--- src/rtl/traffic_light_monitor.sv ---
// Passive checker for a two-direction traffic light controller.
// It decodes the six lamp drives into one colour per direction every cycle.
// It flags the following:
//   - lamp patterns that are not one-hot;
//   - both directions being non-red at once;
//   - illegal colour orders;
//   - green and yellow phases of the wrong length.
// It also counts completed yellow-to-red transitions per direction.
// Every output is registered: a violation sampled at edge k appears on
// err_pulse just after edge k.
module traffic_light_monitor #(
    parameter int GREEN_MIN  = 10,
    parameter int GREEN_MAX  = 50,
    parameter int YELLOW_CYC = 3,
    parameter int CNT_W      = 16
) (
    input  logic             clk,
    input  logic             rst,
    input  logic             NS_red,
    input  logic             NS_yellow,
    input  logic             NS_green,
    input  logic             EW_red,
    input  logic             EW_yellow,
    input  logic             EW_green,
    input  logic             clr_faults,
    output logic [3:0]       err_pulse,
    output logic [3:0]       fault_vec,
    output logic             fault,
    output logic [CNT_W-1:0] ns_cycles,
    output logic [CNT_W-1:0] ew_cycles
);

    typedef enum logic [2:0] {
        ST_NONE,
        ST_RED,
        ST_YELLOW,
        ST_GREEN,
        ST_INVALID
    } lamp_t;

    localparam logic [CNT_W-1:0] G_MIN   = CNT_W'(GREEN_MIN);
    localparam logic [CNT_W-1:0] G_MAX   = CNT_W'(GREEN_MAX);
    localparam logic [CNT_W-1:0] Y_CYC   = CNT_W'(YELLOW_CYC);
    localparam logic [CNT_W-1:0] CNT_TOP = {CNT_W{1'b1}};

    // Index 0 is north-south, index 1 is east-west.
    lamp_t            cur       [2];
    lamp_t            prev_q    [2];
    logic [CNT_W-1:0] dur_q     [2];
    logic             partial_q [2];
    logic [CNT_W-1:0] cyc_q     [2];

    logic             chg       [2];
    logic             vv_chg    [2];
    logic             seq_err   [2];
    logic             tim_err   [2];
    logic             y_to_r    [2];

    logic [3:0]       err_next;
    logic [3:0]       fault_next;

    function automatic lamp_t decode(input logic r, input logic y, input logic g);
        case ({r, y, g})
            3'b100:  return ST_RED;
            3'b010:  return ST_YELLOW;
            3'b001:  return ST_GREEN;
            default: return ST_INVALID;
        endcase
    endfunction

    function automatic logic is_colour(input lamp_t s);
        return (s == ST_RED) || (s == ST_YELLOW) || (s == ST_GREEN);
    endfunction

    // Decode the lamps and evaluate every check against the registered history.
    always_comb begin
        cur[0] = decode(NS_red, NS_yellow, NS_green);
        cur[1] = decode(EW_red, EW_yellow, EW_green);
        for (int i = 0; i < 2; i++) begin
            chg[i]     = (cur[i] != prev_q[i]);
            vv_chg[i]  = chg[i] && is_colour(prev_q[i]) && is_colour(cur[i]);
            y_to_r[i]  = (prev_q[i] == ST_YELLOW) && (cur[i] == ST_RED);
            seq_err[i] = vv_chg[i] &&
                         !(((prev_q[i] == ST_GREEN)  && (cur[i] == ST_YELLOW)) ||
                           y_to_r[i] ||
                           ((prev_q[i] == ST_RED)    && (cur[i] == ST_GREEN)));
            // A phase entered mid-way (after reset or an invalid pattern) is not timed.
            tim_err[i] = !partial_q[i] &&
                         ((chg[i] && (prev_q[i] == ST_GREEN) && (dur_q[i] < G_MIN)) ||
                          (chg[i] && (prev_q[i] == ST_YELLOW) && (dur_q[i] != Y_CYC)) ||
                          (!chg[i] && (cur[i] == ST_GREEN) && (dur_q[i] == G_MAX)));
        end
        err_next[0] = (cur[0] == ST_INVALID) || (cur[1] == ST_INVALID);
        err_next[1] = (cur[0] != ST_RED) && (cur[1] != ST_RED);
        err_next[2] = seq_err[0] || seq_err[1];
        err_next[3] = tim_err[0] || tim_err[1];
        // A new error arriving together with the clear still gets recorded.
        fault_next  = (clr_faults ? 4'b0000 : fault_vec) | err_next;
    end

    // Per-direction history: previous colour, phase length, partial flag, cycle count.
    always_ff @(posedge clk) begin
        if (rst) begin
            for (int i = 0; i < 2; i++) begin
                prev_q[i]    <= ST_NONE;
                dur_q[i]     <= '0;
                partial_q[i] <= 1'b1;
                cyc_q[i]     <= '0;
            end
        end else begin
            for (int i = 0; i < 2; i++) begin
                prev_q[i] <= cur[i];
                if (chg[i]) begin
                    dur_q[i] <= CNT_W'(1);
                end else if (dur_q[i] != CNT_TOP) begin
                    dur_q[i] <= dur_q[i] + CNT_W'(1);
                end
                if (cur[i] == ST_INVALID) begin
                    partial_q[i] <= 1'b1;
                end else if (vv_chg[i]) begin
                    partial_q[i] <= 1'b0;
                end
                if (y_to_r[i] && (cyc_q[i] != CNT_TOP)) begin
                    cyc_q[i] <= cyc_q[i] + CNT_W'(1);
                end
            end
        end
    end

    // Register the per-edge error pulse and the sticky fault flags.
    always_ff @(posedge clk) begin
        if (rst) begin
            err_pulse <= 4'b0000;
            fault_vec <= 4'b0000;
            fault     <= 1'b0;
        end else begin
            err_pulse <= err_next;
            fault_vec <= fault_next;
            fault     <= |fault_next;
        end
    end

    assign ns_cycles = cyc_q[0];
    assign ew_cycles = cyc_q[1];

endmodule

--- config.mk ---
export PLATFORM = sky130hd
export DESIGN_NAME = traffic_light_monitor
export DESIGN_NICKNAME = d
export VERILOG_FILES = /design/src/rtl/traffic_light_monitor.sv
export SDC_FILE = /design/constraint.sdc
export NUM_CORES = 1
export LEC_CHECK = 0
export ABC_AREA = 1
export CAP_MARGIN = 20
export CORE_MARGIN = 5
export CORE_UTILIZATION = 49
export CTS_CLUSTER_DIAMETER = 150
export DETAILED_ROUTE_END_ITERATION = 10
export DONT_BUFFER_PORTS = 1
export GPL_ROUTABILITY_DRIVEN = 1
export GPL_TIMING_DRIVEN = 1
export PLACE_DENSITY = 0.75
export SLEW_MARGIN = 15
export SYNTH_ARGS = -nofsm -noshare
export SYNTH_HDL_FRONTEND = slang
export SYNTH_SLANG_ARGS = --single-unit
--- constraint.sdc ---
create_clock -name clk -period 2.4 [get_ports clk]
set_clock_uncertainty 0.1 [all_clocks]
set_input_delay 0.24 -clock clk [delete_from_list [all_inputs] [get_ports clk]]
set_output_delay 0.24 -clock clk [all_outputs]
set_load 0.03 [all_outputs]
==> run_results.csv <==
group,metric,value,unit
floorplan,start_util,0.503,
grt,antenna_found_initial,0,
final_layout,drive_gt1_frac,0.172,
synthesis,yosys_register_bits,81,
synthesis,syn_area_per_cell,8.55,um2
setup_path,critical-path-slowest-cell,"edfxtp_1",
final_layout,final_util,0.571,
timing,rsz0062_at_grt,"true",
final_layout,n_fill_cell,845,
timing,whs,0.0738,ns
setup_path,cp_common_cell,"nand2_2",
setup_path,cp.required,2.41,ns
power_and_ir_drop,power.density,555,mW/mm2
grt,grt_pass1_vias,3561,
cts,clockRootBuffer,"clkbuf_8",
cts,path_clk_slew,0.07,ns
placed_design,place_area,0.00503,mm2
floorplan,dieHeight,107,um
cts,cts_setup_buffers,0,
setup_path,crit_chain,"ha_1 > nand2_1 > inv_1 > nand2_2 > nor2_4 > nand4_2 > nor2_2 > nand2_2 > o21ai_4 > buf_4 > nor3b_1",
grt,grt_pass1_wl,16.4,mm
drt,drc,0,
setup_path,crit_path_max_incr_delay,0.40,ns
synthesis,yosys.area.top_type,"edfxtp_1",
cts,clockBufferDepth,2,
grt,grt_max_degree,32,
synthesis,ys_types,40,
drt,ant_nets,0,
timing,slew_viol_final,0,
synthesis,syn_nets,558,
setup_path,path_class,"flip-flop to flip-flop",
drt,wl,9.77,mm
synthesis,synthArstFlopShare,0,
cts,cts_tree,"yes",
synthesis,yosysSeqAreaShare,0.489,
timing,setup_viol,0,
floorplan,core_region_area,0.00924,mm2
timing,fin_crit,2.21,ns
synthesis,yosys_warnings,0,
power_and_ir_drop,peakVddDrop,0.000382,V
final_layout,syn2layout_area_growth,13.6,%
cts,htreeDepth,3,
setup_path,worstSetupStartpoint,"dur_q[1][1]",
worst_hold_path,hp-start,"NS_yellow",
final_layout,antenna_cells_inserted,0,
timing,finalCritPeriodShare,0.919,
placed_design,finalWeightedCongestion,0.868,
placed_design,portBuffers,0,
floorplan,ios,50,
floorplan,floorplan.rows,35,
drt,drtIter0Drc,232,
grt,overflow,0,
timing,max_freq,453,MHz
setup_path,arrival,2.21,ns
drt,vias,3738,
setup_path,endpoint_kind,"flip-flop",
setup_path,worst-r2r-setup-slack,0.19,ns
setup_path,startpoint_type,"flip-flop",
run,drv_cap,0,
setup_path,r2r_start,"dur_q[1][1]",
status,status,"finished clean",
cts,numCtsBuffers,9,
drt,via_per_inst,5.18,
final_layout,nets,603,
cts,clock_sinks,81,
synthesis,synthCells,543,
synthesis,yosysTopAreaCellShare,0.420,
synthesis,synth_ff_type,"edfxtp_1",
worst_hold_path,hold_path.class,"input pin to flip-flop",
synthesis,synth.cell_area,0.00464,mm2
cts,clock_latency,0.36,ns
timing,worstMarginPinSlew,0.448,ns
floorplan,die_area,0.0115,mm2
drt,first_pass_iters,5,
synthesis,synth_edf_count,65,
final_layout,fin_area,0.00528,mm2
grt,grtUsageTotal,0.177,
placed_design,dp.final_hpwl,7.36,mm
power_and_ir_drop,p_leak,2.22,nW
setup_path,critPathMaxFanout,8,
timing,tns,0,ns
timing,hold_viol,0,
timing,relSlewSlack,0.701,
floorplan,die_w,107,um
drt,wl_per_cell,13.6,um
synthesis,synth_area_leaders,"edfxtp_1 (42%), nand2_1 (9.0%), nor2_1 (7.4%)",
-- Yosys cell counts, types with 7 or more instances --
| cell | n |
|---|---|
| xor2_1 | 24 |
| nand3_1 | 38 |
| nand2_1 | 111 |
| or2_2 | 7 |
| nor2_2 | 10 |
| nand4_1 | 11 |
| nor2_1 | 92 |
| dfxtp_1 | 16 |
| nor3_1 | 11 |
| inv_1 | 63 |
| o21ai_0 | 8 |
| edfxtp_1 | 65 |
| a21oi_1 | 18 |
-- per-layer routing --
layer,share of wire,GRT usage,vias to the layer above
met2,0.49,0.292,86
li1,-,-,1872
met3,0.057,0.0570,12
met4,0.017,0.0568,0
met1,0.43,0.220,1768
met5,0,0,-
-- sequential cells by signal, indices dropped and copies added, names as in the netlist --
name / flops
prev_q: 6
err_pulse: 4
fault_vec: 4
cyc_q: 32
dur_q: 32
partial_q: 2
fault: 1
-- final timing paths --
kind                  end  depth (start not counted)
max           dur_q[1][3]                         11
min          prev_q[0][1]                          2
max reg2reg   dur_q[1][3]                         11
min reg2reg  partial_q[1]                          2
-- critical path: cells and delay by family, from the launching register on --
kind            cells  cell delay [ns]
simple gates        7             0.73
flops               1             0.40
buf+inv             2             0.30
fa+ha+maj           1             0.22
compound gates      1             0.21
-- where the power goes --
group	switching, mW	internal, mW	leakage [nW]
Combinational	0.188	0.0883	1.26
Clock	0.480	0.574	0.0987
Sequential	0.0519	1.55	0.862
-- cells by family after synthesis --
logic type               after synthesis  share of synthesized area
XOR/XNOR                              30                     0.0566
AO/OA/AOI/OAI                         39                     0.0512
flip-flops                            81                      0.489
adder cells (fa/ha/maj)                6                     0.0162
buffers and inverters                 73                     0.0671
AND/OR/NAND/NOR                      314                      0.320
-- cell type report --
class / instances / area [um2] / area share
sequential: 81 / 2270 / 0.431
multi-input combinational: 389 / 2070 / 0.393
timing repair buffer: 41 / 315 / 0.0598
inverter: 66 / 248 / 0.0470
tap: 129 / 161 / 0.0306
clock buffer: 9 / 124 / 0.0235
clock inverter: 6 / 83.8 / 0.0159
-- repair_timing --
action | CTS | global route
gates resized for setup | 0 | 2
endpoints found under the hold margin | 11 | 0
hold buffers | 3 | 0
setup endpoints to repair | 0 | 44
-- per-stage QoR --
stage                     total power, mW  setup WS [ns]  instances
after floorplan                      1.82         0.0943        543
after global placement               1.89          0.225        703
after detailed placement             1.90          0.178        703
after CTS                            2.95          0.170        721
after global routing                 3.05        -0.0102        721
final                                2.93          0.194        721
-- cells in the final DEF (no fill, tap or decap), types with 8 or more instances in the layout --
cell / count
nand2_1: 110
nor2_1: 92
edfxtp_1: 65
inv_1: 63
nand3_1: 38
buf_4: 38
xor2_1: 24
a21oi_1: 18
dfxtp_1: 16
nand4_1: 11
nor3_1: 11
nor2_2: 10
clkbuf_8: 9
o21ai_0: 8
(Power assumes the default switching activity.)
